`config.mk`:
```
export PLATFORM = sky130hd
export DESIGN_NAME = pc_sequencer
export DESIGN_NICKNAME = d
export VERILOG_FILES = /design/src/rtl/pc_sequencer.sv
export SDC_FILE = /design/constraint.sdc
export NUM_CORES = 1
export LEC_CHECK = 0
export ABC_AREA = 1
export CAP_MARGIN = 30
export CORE_MARGIN = 2
export CORE_UTILIZATION = 46
export DETAILED_ROUTE_END_ITERATION = 12
export PLACE_DENSITY_LB_ADDON = 0.08
export SKIP_CTS_REPAIR_TIMING = 1
export SYNTH_ARGS = -nofsm -noshare
export SYNTH_HDL_FRONTEND = slang
export SYNTH_SLANG_ARGS = --single-unit
```
`constraint.sdc`:
```
create_clock -name clk -period 1.8 [get_ports clk]
set_input_delay 0.27 -clock clk [delete_from_list [all_inputs] [get_ports clk]]
set_output_delay 0.27 -clock clk [all_outputs]
set_load 0.02 [all_outputs]
```
`src/rtl/pc_sequencer.sv`:
```
// pc_sequencer: instruction fetch sequencer driving an external program counter.
//
// Cycle flow: IDLE -> FETCH -> WAIT_MEM -> ISSUE -> FETCH ... with REDIRECT
// inserted after an accepted jump and HALTED after a halt at the handshake.
//
// Ports:
//   clk, rst            clock, asynchronous active-low reset
//   run                 level, leaves IDLE when high
//   halt                sampled only at the instr handshake
//   pc                  current counter value (from the external counter)
//   load_sig, load_val  one-cycle counter load strobe and value
//   inc_sig             one-cycle counter increment strobe
//   mem_req, mem_addr   instruction read request (level) and address
//   mem_ack, mem_data   one-cycle read completion and data
//   instr, instr_pc     fetched instruction and its address
//   instr_valid/ready   handshake to the consumer
//   jmp_req, jmp_addr   redirect request and target
//   busy                high outside IDLE and HALTED
//   fsm_state           debug view of the state register
//
// Handshake: an instruction transfers on a rising clk edge where
// instr_valid and instr_ready are both 1. While instr_valid is 1 and no
// transfer occurs, instr and instr_pc are held. instr_valid only drops
// after a transfer or when an accepted jump abandons the instruction.

module pc_sequencer #(
  parameter int WIDTH  = 11,
  parameter int DATA_W = 16
) (
  input  logic              clk,
  input  logic              rst,
  input  logic              run,
  input  logic              halt,
  input  logic [WIDTH:0]    pc,
  output logic              load_sig,
  output logic              inc_sig,
  output logic [WIDTH:0]    load_val,
  output logic              mem_req,
  output logic [WIDTH:0]    mem_addr,
  input  logic              mem_ack,
  input  logic [DATA_W-1:0] mem_data,
  output logic [DATA_W-1:0] instr,
  output logic [WIDTH:0]    instr_pc,
  output logic              instr_valid,
  input  logic              instr_ready,
  input  logic              jmp_req,
  input  logic [WIDTH:0]    jmp_addr,
  output logic              busy,
  output logic [2:0]        fsm_state
);

  typedef enum logic [2:0] {
    S_IDLE     = 3'd0,
    S_FETCH    = 3'd1,
    S_WAIT_MEM = 3'd2,
    S_ISSUE    = 3'd3,
    S_REDIRECT = 3'd4,
    S_HALTED   = 3'd5
  } state_t;

  state_t         state;
  logic           jmp_pending;  // jump seen while a read is in flight
  logic [WIDTH:0] jmp_target;   // latched target of the accepted jump

  assign fsm_state = state;

  always_ff @(posedge clk or negedge rst) begin
    if (!rst) begin
      state       <= S_IDLE;
      load_sig    <= 1'b0;
      inc_sig     <= 1'b0;
      load_val    <= '0;
      mem_req     <= 1'b0;
      mem_addr    <= '0;
      instr       <= '0;
      instr_pc    <= '0;
      instr_valid <= 1'b0;
      busy        <= 1'b0;
      jmp_pending <= 1'b0;
      jmp_target  <= '0;
    end else begin
      // Strobes are single-cycle pulses by default.
      load_sig <= 1'b0;
      inc_sig  <= 1'b0;
      case (state)
        S_IDLE: begin
          if (run) begin
            state <= S_FETCH;
            busy  <= 1'b1;
          end
        end
        S_FETCH: begin
          if (jmp_req) begin
            jmp_target <= jmp_addr;
            load_val   <= jmp_addr;
            load_sig   <= 1'b1;
            state      <= S_REDIRECT;
          end else begin
            mem_addr <= pc;
            mem_req  <= 1'b1;
            state    <= S_WAIT_MEM;
          end
        end
        S_WAIT_MEM: begin
          if (mem_ack) begin
            mem_req     <= 1'b0;
            jmp_pending <= 1'b0;
            if (jmp_req || jmp_pending) begin
              // Read finished but a jump is owed: drop the data.
              load_val   <= jmp_req ? jmp_addr : jmp_target;
              jmp_target <= jmp_req ? jmp_addr : jmp_target;
              load_sig   <= 1'b1;
              state      <= S_REDIRECT;
            end else begin
              instr       <= mem_data;
              instr_pc    <= mem_addr;
              instr_valid <= 1'b1;
              inc_sig     <= 1'b1;
              state       <= S_ISSUE;
            end
          end else if (jmp_req) begin
            jmp_pending <= 1'b1;
            jmp_target  <= jmp_addr;
          end
        end
        S_ISSUE: begin
          if (instr_valid && instr_ready) begin
            instr_valid <= 1'b0;
            if (halt) begin
              // halt wins over a simultaneous jump
              state <= S_HALTED;
              busy  <= 1'b0;
            end else if (jmp_req) begin
              jmp_target <= jmp_addr;
              load_val   <= jmp_addr;
              load_sig   <= 1'b1;
              state      <= S_REDIRECT;
            end else begin
              state <= S_FETCH;
            end
          end else if (jmp_req) begin
            // Unconsumed instruction is abandoned.
            instr_valid <= 1'b0;
            jmp_target  <= jmp_addr;
            load_val    <= jmp_addr;
            load_sig    <= 1'b1;
            state       <= S_REDIRECT;
          end
        end
        S_REDIRECT: begin
          // Counter loads at the end of this cycle; FETCH then sees it.
          state <= S_FETCH;
        end
        S_HALTED: begin
          if (!run) state <= S_IDLE;
        end
        default: begin
          state <= S_IDLE;
          busy  <= 1'b0;
        end
      endcase
    end
  end

endmodule

```
==> metrics, run 1 <==
Peak VDD IR 0.0009890 V; Worst Setup EP fsm_state[2]; cell row count 30; RR Endpoint instr[14]$_DFFE_PN0P_; Final Max Tran Viols 0; Final WS setup 0.07018 ns; Netlist cell types 20; worst hold path type in2async; Inserted Diodes 0; vias in the first global route 2887; Routed WL per cell 12.52 µm; clock latency on the worst-skew pair 0.35 ns; Yosys warnings 0; initial core utilization 0.4823; Final min period 1.730 ns; Post-Syn Area per Cell 8.081 µm²; area delta synth->final 43.62%; clock tree from TritonCTS built; total die area 7897 µm²; clk buf depth 2; core area 6869 µm²; RePlAce Congestion 0.8946; worst r2r path cells 7; port bufs 106; fillers 594; Crit Path Class reg2out; #FFs+latches synth 73; top-count cell post-synth nand2_1; share of cells above drive strength 1 0.08318; FF-to-FF Start fsm_state[2]$_DFFE_PN0P_; final-report hold violation count 0; clk sinks 73; largest net degree at the start of global routing 54; fin nets 571; clock buffer count from CTS 9; EDFF count, synth 0; global-route wire length before repair 13070 µm; Rel. slew slack 0.7900; Worst Setup End Kind primary output; via count 3046; commonest cells in the netlist 169 x nand2_1, 73 x dfrtp_1, 44 x o21ai_0, 34 x inv_1, 26 x nand4_1; ys flop type dfrtp_1; worst clock skew 0.008722 ns; Critical path origin fsm_state[2]$_DFFE_PN0P_; gr ovfl total 0; Root Driver clkbuf_8; first drt pass iteration count 4; Netlist Area Pre-Place 3313 µm²; Layout Utilization 0.6927; cells after synthesis 410; Yosys top cell by area dfrtp_1; maximum fanout along the worst path 5; Antenna Violating Nets Remaining 0; H-tree depth 3; # IOs 107; post-route cell area 4758 µm²; static leakage 0.002349 µW; DR DRC count 0; Reg clk slew, reported paths 0.08 ns; unrepaired setup endpoints after global routing no; vias per inst 4.874; Post-DP Area 4532 µm²; Die Y 88.87 µm; worst slack, placed 0.02497 ns; die width 88.87 µm; outcome finished, final reports clean; initial DRC count 196; Tcrit/Tclk final 0.9610; top post-synthesis cells by area dfrtp_1 55%, nand2_1 19%, o21ai_0 6.6%; Seq/Total Area, Yosys 0.5514; Post-Synthesis Net Count 457; drt total wl 7825 µm; Post-synth ARST share 1.000; Worst setup SP type flop; number of max-cap violations 0; total track usage 0.2139; Worst Tran Pin Value 0.3147 ns; flop2flop setup slack 0.20 ns; Final setup viols 0; maximum clock frequency 0.5781 GHz; crit path DAT 1.46 ns; Synth top area share 0.5514; Req. time, crit path 1.53 ns; HPWL Detailed 5676 µm; initial antenna violation count 0; Power Density 1663 nW/µm²
[worst min-delay path by stage]
stage          from                       end  slack [ns]  cells past startpoint
2_1_floorplan   rst          busy$_DFFE_PN0P_       -0.03                      0
3_5_place_dp    rst  fsm_state[1]$_DFFE_PN0P_        0.08                      1
3_3_place_gp    rst  fsm_state[1]$_DFFE_PN0P_        0.08                      1
5_1_grt         rst  fsm_state[1]$_DFFE_PN0P_        0.26                      2
6_report        rst  fsm_state[1]$_DFFE_PN0P_        0.26                      2
4_1_cts         rst  fsm_state[1]$_DFFE_PN0P_       -0.30                      1
[metal layers]
layer  wire length [µm]  up-vias  global-route usage
met2               3682      106              0.3467
met4                113        0             0.07851
met1               3384     1386              0.2717
li1                   -     1543                   -
met3                644       11             0.06437
met5                  0        -                   0
[critical path, cell delays in order (launching register included)]
cell and delay, ns:
dfrtp_1 0.37, buf_4 0.15, clkdlybuf4s50_1 0.60
[state kept, by name, indices dropped and copies added, names as in the netlist]
register,cells
inc_sig,1
jmp_target,12
mem_req,1
instr,16
fsm_state,3
mem_addr,12
busy,1
jmp_pending,1
instr_pc,12
instr_valid,1
load_val,12
load_sig,1
[logic make-up (layout without fill, tap and decap cells)]
logic type / after synthesis / in the layout / share of synthesized area
and+or+nand+nor: 223 / 223 / 0.2851
DFF: 73 / 73 / 0.5514
buffers and inverters: 58 / 177 / 0.07779
AOI/OAI and AO/OA: 56 / 56 / 0.08573
[cell type report]
type                            instances  area [µm²]  share of cell area
Tap cell                               96       120.1             0.02524
Clock inverter                          5       61.31             0.01288
Clock buffer                           11       151.4             0.03182
Sequential cell                        73        1828              0.3842
Inverter                               38       142.6             0.02998
Multi-Input combinational cell        279        1229              0.2582
Timing Repair Buffer                  123        1226              0.2577
[power breakdown]
| part | switching (µW) | internal (µW) |
|---|---|---|
| registers | 430 | 2370 |
| logic | 2050 | 1710 |
| clock network | 638 | 720 |
| total | 3120 | 4800 |
[through the flow]
step | cells | setup TNS (ns) | total power, µW | hold WS, ns
after global placement | 608 | 0 | 6529 | 0.08020
after CTS | 624 | -0.01988 | 7983 | -0.3007
after floorplan | 410 | 0 | 4876 | -0.02559
after detailed placement | 608 | 0 | 6601 | 0.07752
after global routing | 625 | 0 | 8488 | 0.2574
final | 625 | 0 | 7915 | 0.2587
[cells in the final DEF (no fill, tap or decap), types with 4 or more instances in the layout]
cell type	Yosys	final
inv_1	34	34
o21ai_0	44	44
clkdlybuf4s50_1	0	104
nand4_1	26	26
o21ai_1	6	6
dfrtp_1	73	72
a21oi_1	4	4
nand2_1	169	169
clkbuf_8	0	11
inv_2	4	4
nand3_1	12	12
nor2_1	10	10
buf_4	4	13
Power figures use the tool's default switching activity.
==> run 2: changes to the inputs <==
- HOLD_SLACK_MARGIN: not set -> 0.15
==> results of run 2 <==
Same layout as run 1: the final DEF is identical, and so are final timing and power.
==> run 3: changes to the inputs <==
- CELL_PAD_IN_SITES_DETAIL_PLACEMENT: not set -> 1
- CELL_PAD_IN_SITES_GLOBAL_PLACEMENT: not set -> 1
- CORE_UTILIZATION: 46 -> 33
==> run 3 against run 2 <==
Global-route usage is 3.5 points lower. Cell count up 6.6%. Clock power barely moved. Sequential cell count stayed put. Largest cell class unchanged.
==> metrics, run 3 (synthesized netlist as in run 1, its figures left out) <==
WP depth 2; Final min period 1.731 ns; fin nets 575; initial antenna violation count 0; Antenna Violating Nets Remaining 0; flop2flop setup slack 0.22 ns; FF-to-FF Start fsm_state[2]$_DFFE_PN0P_; Req. time, crit path 1.53 ns; sum of buffers and inverters on the critical path 2; share of power burned in registers 0.348; clock buffer count from CTS 9; HPWL Detailed 6850 µm; vias in the first global route 3241; worst hold path type in2async; maximum clock frequency 0.5778 GHz; die width 104.2 µm; total die area 10860 µm²; RR Endpoint instr[10]$_DFFE_PN0P_; Worst Setup End Kind primary output; Routed WL per cell 13.76 µm; H-tree depth 3; maximum fanout along the worst path 5; total power 8100 µW; outcome finished, final reports clean; initial core utilization 0.3390; Root Driver clkbuf_8; Worst Tran Pin Value 0.4648 ns; crit path DAT 1.46 ns; Sum Neg Setup Slack 0 ns; Reg clk slew, reported paths 0.08 ns; Worst setup SP type flop; Tcrit/Tclk final 0.9615; Rel. slew slack 0.6901; max reg flops 16; Power Density 1672 nW/µm²; clk sinks 73; via count 3112; CP max stage delay 0.60 ns; gr ovfl total 0; port bufs 106; Layout Utilization 0.4958; internal power 4904 µW; Final setup viols 0; switching fraction of total power 0.3946; slowest cell on the critical path clkdlybuf4s50_1; final-report hold violation count 0; first drt pass iteration count 4; worst-path cell chain buf_4 -> clkdlybuf4s50_1; worst r2r path cells 7; static leakage 0.002356 µW; CP top delay family buffers and inverters; # IOs 107; clock tree from TritonCTS built; clock share of power 0.172; Crit Path Class reg2out; RePlAce Congestion 0.8544; vias per inst 4.673; drt total wl 9163 µm; core area 9774 µm²; clk buf depth 2; worst clock skew 0.008555 ns; Final Max Tran Viols 0; total track usage 0.1793; combinational fraction of design power 0.481; sw power 3196 µW; most flop-heavy register instr; share of cells above drive strength 1 0.08630; most common cell after layout, fill and taps aside nand2_1; Inserted Diodes 0; clock latency on the worst-skew pair 0.34 ns; global-route wire length before repair 15750 µm; DR DRC count 0; initial DRC count 85; area delta synth->final 46.26%; largest net degree at the start of global routing 41; commonest non-fill, non-tap cells in the layout 169 x nand2_1, 105 x clkdlybuf4s50_1, 72 x dfrtp_1; number of max-cap violations 0; unrepaired setup endpoints after global routing no; Die Y 104.2 µm; cell row count 36; Peak VDD IR 0.0007036 V
## run 3: cell types whose count changed in the layout (fill, tap and decap cells not counted), sizes merged
cell,previous run,this run
clkinv,0,1
clkdlybuf4s50,104,105
dlymetal6s2s,1,0
clkinvlp,3,2
bufinv,1,2
inv,39,38
buf,17,21
## run 3: how the worst max path moves through the flow
stage	from	to	slack [ns]
2_1_floorplan	fsm_state[2]$_DFFE_PN0P_	load_val[0]$_DFFE_PN0P_	0.32
3_3_place_gp	jmp_req	jmp_target[3]$_DFFE_PN0P_	0.02
3_5_place_dp	jmp_req	jmp_target[0]$_DFFE_PN0P_	-0.03
4_1_cts	fsm_state[0]$_DFFE_PN0P_	fsm_state[0]	-0.05
5_1_grt	fsm_state[1]$_DFFE_PN0P_	fsm_state[1]	0.02
6_report	fsm_state[2]$_DFFE_PN0P_	fsm_state[2]	0.07
## run 3: through the flow
| step | worst slack (ns) | cells | instance area (µm²) | hold slack (ns) |
|---|---|---|---|---|
| final | 0.06937 | 666 | 4846 | 0.4131 |
| after global routing | 0.01612 | 666 | 4846 | 0.4561 |
| after CTS | -0.05095 | 665 | 4835 | -0.1209 |
| after detailed placement | -0.02800 | 649 | 4623 | 0.2600 |
| after global placement | 0.02420 | 649 | 4623 | 0.2478 |
| after floorplan | 0.3196 | 410 | 3313 | -0.02559 |
## run 3: worst reg2reg max path: cells and delay by family (launching register included)
family / cells / cell delay [ns]
flip-flops: 1 / 0.39
buffers and inverters: 2 / 0.34
AND/OR/NAND/NOR: 5 / 0.78
## run 3: area by class of cell
| cell class | instances | area (µm²) |
|---|---|---|
| clock inverters | 5 | 80.08 |
| clock buffers | 11 | 131.4 |
| inverters | 38 | 142.6 |
| multi-input cells | 279 | 1229 |
| flip-flops and latches | 73 | 1828 |
| repair buffers | 127 | 1269 |
| well taps | 133 | 166.4 |
| fillers | 1202 | 4928 |
## run 3: layer usage
| layer | up-vias | global-route usage | wire length, µm |
|---|---|---|---|
| li1 | 1553 | - | - |
| met1 | 1467 | 0.2298 | 4106 |
| met2 | 83 | 0.2829 | 4211 |
| met4 | 0 | 0.06081 | 116 |
| met3 | 9 | 0.06266 | 729 |
| met5 | - | 0 | 0 |
## run 3: power by group through the flow
stage                     logic [µW]  registers, µW  clock network [µW]
final                           3890           2820                1390
after global routing            4280           2920                1500
after CTS                       3950           2830                1430
after detailed placement        3910           2850                   0
after global placement          3850           2810                   0
after floorplan                 1360           3510                   0
